===== config.mk =====
export PLATFORM = sky130hd
export DESIGN_NAME = key_ring_store
export DESIGN_NICKNAME = d
export VERILOG_FILES = /design/src/rtl/key_storage_pkg.sv /design/src/rtl/key_ring_ptr.sv /design/src/rtl/key_ring_store.sv
export SDC_FILE = /design/constraint.sdc
export NUM_CORES = 2
export LEC_CHECK = 0
export BUFFER_PORTS_ARGS = -buffer_cell sky130_fd_sc_hd__buf_2
export CORE_UTILIZATION = 62
export DETAILED_ROUTE_END_ITERATION = 10
export MAX_ROUTING_LAYER = met4
export PLACE_DENSITY = 0.86
export SYNTH_ARGS = -nofsm -noshare
export SYNTH_HDL_FRONTEND = slang
export SYNTH_SLANG_ARGS = --single-unit

===== constraint.sdc =====
create_clock -name clk -period 105.2 [get_ports clk]
set_input_delay 15.78 -clock clk [delete_from_list [all_inputs] [get_ports clk]]
set_output_delay 15.78 -clock clk [all_outputs]
set_load 0.02 [all_outputs]

===== src/rtl/key_storage_pkg.sv =====
// -----------------------------------------------------------------------------
// key_storage_pkg
// Shared definitions for the round-key ring store:
//   - read-out direction encodings (forward / reverse)
//   - AES round-key counts for 128/192/256-bit keys
//   - helper that derives the pointer index width from the store depth
// -----------------------------------------------------------------------------
package key_storage_pkg;

  // Read-out direction: forward replays keys for encryption, reverse for decryption.
  localparam logic DIR_FWD = 1'b0;
  localparam logic DIR_REV = 1'b1;

  // Number of round keys produced by the AES key schedule.
  localparam int AES128_NUM_KEYS = 32'sd11;
  localparam int AES192_NUM_KEYS = 32'sd13;
  localparam int AES256_NUM_KEYS = 32'sd15;

  // Index width for a store of the given depth; never narrower than one bit.
  function automatic int calc_ptr_w(input int depth);
    if (depth <= 32'sd2) begin
      return 32'sd1;
    end else begin
      return $clog2(depth);
    end
  endfunction

endpackage : key_storage_pkg


===== src/rtl/key_ring_ptr.sv =====
// -----------------------------------------------------------------------------
// key_ring_ptr
// Circular read pointer for the round-key ring store.
// Ports:
//   clk, rst   clock and asynchronous active-high reset
//   clear      synchronous flush, pointer returns to 0
//   count      current occupancy of the store (before any same-cycle write)
//   dir        0 = forward, 1 = reverse
//   rd_en      step the pointer one entry in direction dir, wrapping at count
//   rewind     jump to the first entry of the traversal for dir
//   rd_ptr     registered pointer
// -----------------------------------------------------------------------------
module key_ring_ptr
  import key_storage_pkg::*;
#(
  parameter int PTR_W = 4
) (
  input  logic             clk,
  input  logic             rst,
  input  logic             clear,
  input  logic [PTR_W:0]   count,
  input  logic             dir,
  input  logic             rd_en,
  input  logic             rewind,
  output logic [PTR_W-1:0] rd_ptr
);

  localparam logic [PTR_W-1:0] PTR_ZERO = '0;
  localparam logic [PTR_W-1:0] PTR_ONE  = PTR_W'(1'b1);

  logic [PTR_W-1:0] ptr_q;
  logic [PTR_W-1:0] ptr_d;
  logic [PTR_W-1:0] last_idx_s;
  logic             empty_s;

  // Highest occupied index; only meaningful when the store is non-empty.
  assign last_idx_s = PTR_W'(count - {{PTR_W{1'b0}}, 1'b1});
  assign empty_s    = (count == '0);

  // Next pointer: clear beats rewind, rewind beats a read step.
  always_comb begin
    ptr_d = ptr_q;
    if (clear) begin
      ptr_d = PTR_ZERO;
    end else if (rewind) begin
      // An empty store has no last entry, so both directions land on 0.
      if (empty_s) begin
        ptr_d = PTR_ZERO;
      end else if (dir == DIR_REV) begin
        ptr_d = last_idx_s;
      end else begin
        ptr_d = PTR_ZERO;
      end
    end else if (rd_en && !empty_s) begin
      if (dir == DIR_REV) begin
        ptr_d = (ptr_q == PTR_ZERO) ? last_idx_s : (ptr_q - PTR_ONE);
      end else begin
        ptr_d = (ptr_q == last_idx_s) ? PTR_ZERO : (ptr_q + PTR_ONE);
      end
    end else begin
      ptr_d = ptr_q;
    end
  end

  // Pointer register.
  always_ff @(posedge clk or posedge rst) begin
    if (rst) begin
      ptr_q <= PTR_ZERO;
    end else begin
      ptr_q <= ptr_d;
    end
  end

  assign rd_ptr = ptr_q;

endmodule : key_ring_ptr


===== src/rtl/key_ring_store.sv =====
// -----------------------------------------------------------------------------
// key_ring_store
// Round-key storage between key expansion and the round datapath. Keys are
// appended once, then replayed forward (encryption) or reverse (decryption)
// around a circular pointer as many times as needed.
// Ports:
//   clk, rst    clock and asynchronous active-high reset (clears memory too)
//   clear       synchronous flush of count, pointer and err; memory kept
//   wr_en, din  append din at index count; dropped with err when full
//   rd_en, dir  step the read pointer forward (dir=0) or reverse (dir=1)
//   rewind      move pointer to the start of the traversal for dir
//   dout        entry at the read pointer
//   dout_valid  store is non-empty
//   count       number of stored entries, 0..DEPTH
//   full/empty  occupancy flags
//   last        dout is the final entry of the current traversal
//   err         sticky: write while full or read while empty
// -----------------------------------------------------------------------------
module key_ring_store
  import key_storage_pkg::*;
#(
  parameter int WIDTH = 128,
  parameter int DEPTH = AES256_NUM_KEYS,
  parameter int PTR_W = calc_ptr_w(DEPTH)
) (
  input  logic             clk,
  input  logic             rst,
  input  logic             clear,
  input  logic             wr_en,
  input  logic [WIDTH-1:0] din,
  input  logic             rd_en,
  input  logic             dir,
  input  logic             rewind,
  output logic [WIDTH-1:0] dout,
  output logic             dout_valid,
  output logic [PTR_W:0]   count,
  output logic             full,
  output logic             empty,
  output logic             last,
  output logic             err
);

  localparam logic [PTR_W:0] DEPTH_CNT = (PTR_W + 1)'(DEPTH);
  localparam logic [PTR_W:0] CNT_ONE   = (PTR_W + 1)'(1'b1);

  logic [WIDTH-1:0] mem_q [DEPTH];
  logic [PTR_W:0]   count_q;
  logic [PTR_W:0]   count_d;
  logic             err_q;
  logic             err_d;
  logic [PTR_W-1:0] rd_ptr_s;
  logic             full_s;
  logic             empty_s;
  logic             wr_ok_s;

  assign full_s  = (count_q == DEPTH_CNT);
  assign empty_s = (count_q == '0);
  // clear has priority, so an append in the same cycle is discarded.
  assign wr_ok_s = wr_en && !full_s && !clear;

  // Read pointer sees the pre-write count, so a key written this cycle is
  // not reachable until the following cycle.
  key_ring_ptr #(
    .PTR_W (PTR_W)
  ) u_ptr (
    .clk    (clk),
    .rst    (rst),
    .clear  (clear),
    .count  (count_q),
    .dir    (dir),
    .rd_en  (rd_en),
    .rewind (rewind),
    .rd_ptr (rd_ptr_s)
  );

  // Next occupancy and sticky error.
  always_comb begin
    count_d = count_q;
    err_d   = err_q;
    if (clear) begin
      count_d = '0;
      err_d   = 1'b0;
    end else begin
      if (wr_ok_s) begin
        count_d = count_q + CNT_ONE;
      end else begin
        count_d = count_q;
      end
      // Rewind outranks rd_en, so a rewind on an empty store is not an error.
      if ((wr_en && full_s) || (rd_en && !rewind && empty_s)) begin
        err_d = 1'b1;
      end else begin
        err_d = err_q;
      end
    end
  end

  // Occupancy and error registers.
  always_ff @(posedge clk or posedge rst) begin
    if (rst) begin
      count_q <= '0;
      err_q   <= 1'b0;
    end else begin
      count_q <= count_d;
      err_q   <= err_d;
    end
  end

  // Key memory; reset wipes every entry so no key material survives.
  always_ff @(posedge clk or posedge rst) begin
    if (rst) begin
      for (int i = 0; i < DEPTH; i++) begin
        mem_q[i] <= '0;
      end
    end else if (wr_ok_s) begin
      mem_q[count_q[PTR_W-1:0]] <= din;
    end else begin
      mem_q <= mem_q;
    end
  end

  assign dout       = mem_q[rd_ptr_s];
  assign dout_valid = !empty_s;
  assign count      = count_q;
  assign full       = full_s;
  assign empty      = empty_s;
  assign err        = err_q;
  assign last       = !empty_s &&
                      ((dir == DIR_REV) ? (rd_ptr_s == '0)
                                        : (rd_ptr_s == PTR_W'(count_q - CNT_ONE)));

endmodule : key_ring_store


# Word level (Yosys, flattened, before mapping)
# Cells that the tools add are included.
# totals
output_inout_bits	138
word_cells	66
input_bits	135
reg_bits	1930
# op_classes
n_addsub	4
n_eq_ne	2
n_reduce_logical	18
n_bitwise	2
mux	19
n_lt_le_gt_ge	3
# op_table
op	count
bitwise mux 1920 bit	1
binary-select mux 128 bit (select 4 bit)	1
demux 128 bit (select 4 bit)	1
2-to-1 mux 128 bit	3
2-to-1 mux 4 bit	8
>= comparator 5 bit, second input constant	2
2-to-1 mux 5 bit	2
inverter 4 -> 5 bit	2
logical AND 1 bit	8
subtractor 4 x 1 -> 4 bit, second input constant	2
adder 5 x 1 -> 5 bit, second input constant	1
equality test 5 x 4 -> 1 bit, second input constant	1
zero test 5 bit	1
less-than comparator 5 x 1 -> 1 bit, second input constant	1
adder 4 x 1 -> 4 bit, second input constant	1
equality test 4 bit	1
zero test 1 bit	4
zero test 4 bit	1
nonzero test 2 bit	2
2-to-1 mux 1 bit	3
nonzero test 3 bit	1
logical OR 1 bit	1

# Logic depth before layout (Yosys ltp)
# logic_depth
word_depth	7
ltp_mapped	11
mapped_depth_nobuf	8

# Modules after synthesis
# From an unflattened synthesis, not the netlist that was laid out.
# unflattened
cells_unflattened	5965
hier_area_um2	87772.9
# by_module_without_submodules
module	seq_area_each_um2	n_inst	area_per_inst_um2	cells_each
key_ring_store	48196.2	1	87164.8	5895
key_ring_ptr	100.1	1	608.1	70

# Worst setup path before layout
# Ideal clock, no wire load.
# synth_path
path_type	input to output
from	input dir
to	output last
n_path_buf	1
arrival_time_ns	16.675
cell_stages	3
t_required_ns	89.420
setup_slack_ns	72.745
path_cell_list	clkbuf_1 or3_1 a21oi_1
# synth_between
elab_chain_len	2
# synth_rtl
element	line	text
from (decl)	key_ring_store.sv:32	input logic dir,
2-to-1 mux 1 bit	key_ring_store.sv:129	((dir == DIR_REV) ? (rd_ptr_s == '0)
logical AND 1 bit	key_ring_store.sv:128	assign last = !empty_s &&
to (decl)	key_ring_store.sv:39	output logic last,
# No other way between the ends.

# Final worst setup path
# Same ends and word-level chain as after synthesis.

==> qor.txt <==
WL/cell: 27.16 um
DP HPWL: 106,000 um
Cell Pwr Density: 18.90 nW/um^2
Max-cap viol count: 0
Synth Instances: 5,371
CORE AREA: 139,400 sq um
Crit path arrival time: 16.74 ns
Layout Nets: 5,545
Post-synthesis sequential area ratio: 55.52%
Clk Latency, worst-skew pair: 0.83 ns
Clock-pin slew on the worst setup and hold paths: 0.06 ns
Synth Warn #: 0
Postcts setup bufs: 0
Worst endpoint required time: 89.42 ns
IO Pins: 273
Utilization after layout: 68.73%
Area grow syn2layout: 10.12%
Buffers and inverters on the worst path: 2
Fmax: 30.75 MHz
Slew Limit Fails: 0
Net Switching: 0.0004663 W
Fillers: 8,883
Final wirelength: 202,900 um
Die Height: 376.6 um
Final Hold Vio Count: 0
Htree depth: 4
FF-to-FF setup slack: 99.70 ns
Multi-input gate area: 36,430 sq um
RSZ-0062 raised after global routing: no
Fin crit period: 32.52 ns
Via count: 48,180
1st-iter DRT viols: 3,765
GRT Max-Usage Layer: met2
Vias/cell: 6.451
Clock sink count: 1,930
Hold Crit Class: flip-flop to flip-flop
Net Sw Frac: 25.76%
First-pass GRT wire length: 319,500 um
Pin count of the biggest net entering global routing: 182
Clk pwr share: 38.6%
Die width: 376.6 um
Top_reg_cell synth: dfrtp_1
Cells along the critical path: buf_2 > or3_1 > a21oi_1 > buf_2
Max Clock Skew: 0.03622 ns
Global Route met2 Usage: 47.33%
Lkg Pwr: 45.19 nW
Crit share post-route: 30.91%
Syn avg cell area: 16.20 sq um
Vias in the first global route: 52,160
Crit path largest cell delay: 0.40 ns
Crit path max-delay family: simple AND/OR/NAND/NOR gates
GR Util met3: 4.754%
Outcome: finished, final reports clean
Crit-path max FO: 11
Starting Density: 62.42%
Slew HR: 16.23%
Most used cell, CP: buf_2
Asr flop ratio synth: 100.0%
Met1 Use GR: 41.98%
I/O Buffers: 272
Cell row count: 137
Final non-filler cell area: 95,790 sq um
Placed Cells: 7,083
Crit start category: primary input
Clock buffer count from CTS: 193
Root Driver: clkbuf_16
DRT Pass-1 Iters: 5
Layout Cells excl Fill: 7,469
Critical-path top delay cell: or3_1
Post-synth EDFFs: 0
Max IR drop VDD: 0.01367 mV
RePlAce Congestion: 0.7972
Layout cells sized above 1: 55.82%
Combinational share of power: 14.9%
Worst-Margin Slew: 1.257 ns
Synthesized area: 86,980 sq um
Internal power: 0.001344 W
CTS tree: done
Hold slack final: 0.4992 ns
Flop pwr share: 46.5%
Antenna violations before repair: 45
Worst-case clock buffer depth: 3
GRT Total Usage: 30.54%
Placed inst area: 89,190 sq um
Crit end category: output pin
Most frequent cells in the layout: 1,926 x dfrtp_1, 1,920 x mux2_2, 512 x mux4_2
# DRC: 0
Setup Crit Path Kind: primary input to output pin
Die area: 141,800 sq um
Aggregate global routing overflow: 0
Hold-fix buffer count after cts: 0
Setup tns final: 0 ns
Reg area: 48,310 sq um
Residual antenna-violating net count after detailed routing: 0
Post-cts gate resize count: 0
Final setup viols: 0
Synth unique cells: 39
Synthesized flop and latch total: 1,930
Commonest non-fill, non-tap cell in the layout: dfrtp_1
Synthesized net count: 5,514
## final timing paths
kind                                      endpoint  cells after the start                    start
setup / recovery                              last                      4                      dir
hold / removal             mem_q[1612]$_DFFE_PP0P_                      1  mem_q[1612]$_DFFE_PP0P_
setup reg to reg            mem_q[335]$_DFFE_PP0P_                     10     count[0]$_DFFE_PP0P_
hold reg to reg            mem_q[1612]$_DFFE_PP0P_                      1  mem_q[1612]$_DFFE_PP0P_
max in group asynchronous  mem_q[1401]$_DFFE_PP0P_                      6                      rst
min in group asynchronous  mem_q[1829]$_DFFE_PP0P_                      2                      rst
## cells by family (layout without fill, tap and decap cells)
| family | count (synthesis) | count (layout) | synth area share (%) |
|---|---|---|---|
| muxes | 2560 | 2560 | 39.59 |
| DFF | 1930 | 1930 | 55.52 |
| buffers and inverters | 512 | 700 | 2.798 |
| and+or+nand+nor | 193 | 193 | 0.9019 |
| AOI/OAI and AO/OA | 155 | 155 | 0.9451 |
| xor gates and xnor gates | 13 | 13 | 0.1309 |
| adders and majority gates | 8 | 8 | 0.1151 |
| other | 0 | 34 | 0 |
## cell usage after synthesis, types with 4 or more instances
cell / instances / share of area, %
ha_1: 8 / 0.12
inv_1: 7 / 0.030
nor2b_1: 5 / 0.036
buf_2: 253 / 1.5
xnor2_1: 8 / 0.081
nand2_1: 141 / 0.61
nand3_1: 17 / 0.098
a21oi_1: 5 / 0.029
nor2_1: 20 / 0.086
buf_1: 4 / 0.017
clkbuf_1: 212 / 0.91
mux2_2: 1920 / 25
buf_4: 21 / 0.18
buf_6: 14 / 0.18
mux4_2: 512 / 13
o21ai_0: 134 / 0.77
xor2_1: 5 / 0.050
dfrtp_1: 1930 / 56
mux2i_1: 128 / 1.5
## stage by stage
stage,power (W),worst slack [ns]
after floorplan,0.001049,34.92
after detailed placement,0.001125,72.70
after global placement,0.001114,72.67
after CTS,0.001822,72.70
after global routing,0.001873,72.64
final,0.001810,72.68
## cell type report
type	instances	share of cell area (%)
diodes	34	0.08882
clock buffers	292	6.027
flip-flops and latches	1930	50.44
clock inverters	60	0.7694
multi-input cells	2929	38.04
well taps	1876	2.450
inverters	7	0.03527
repair buffers	341	2.158
## state kept, by name, summed over array words and instances (netlist names)
| signal | count |
|---|---|
| mem_q | 1920 |
| u_ptr.rd_ptr | 4 |
| count | 5 |
| err | 1 |
## power by group through the flow
stage	registers (W)	logic (W)	clock network, W
after floorplan	0.000846	0.000203	0
after global placement	0.000849	0.000265	0
after detailed placement	0.000855	0.000271	0
after CTS	0.000842	0.000273	0.000707
after global routing	0.000850	0.000287	0.000736
final	0.000843	0.000270	0.000698
## per-layer routing
layer,vias to the layer above,part of all wire [%]
met3,369,5.6
met5,-,0
li1,20030,-
met4,0,2.9
met2,1342,49
met1,26440,42
Power figures use the tool's default switching activity.
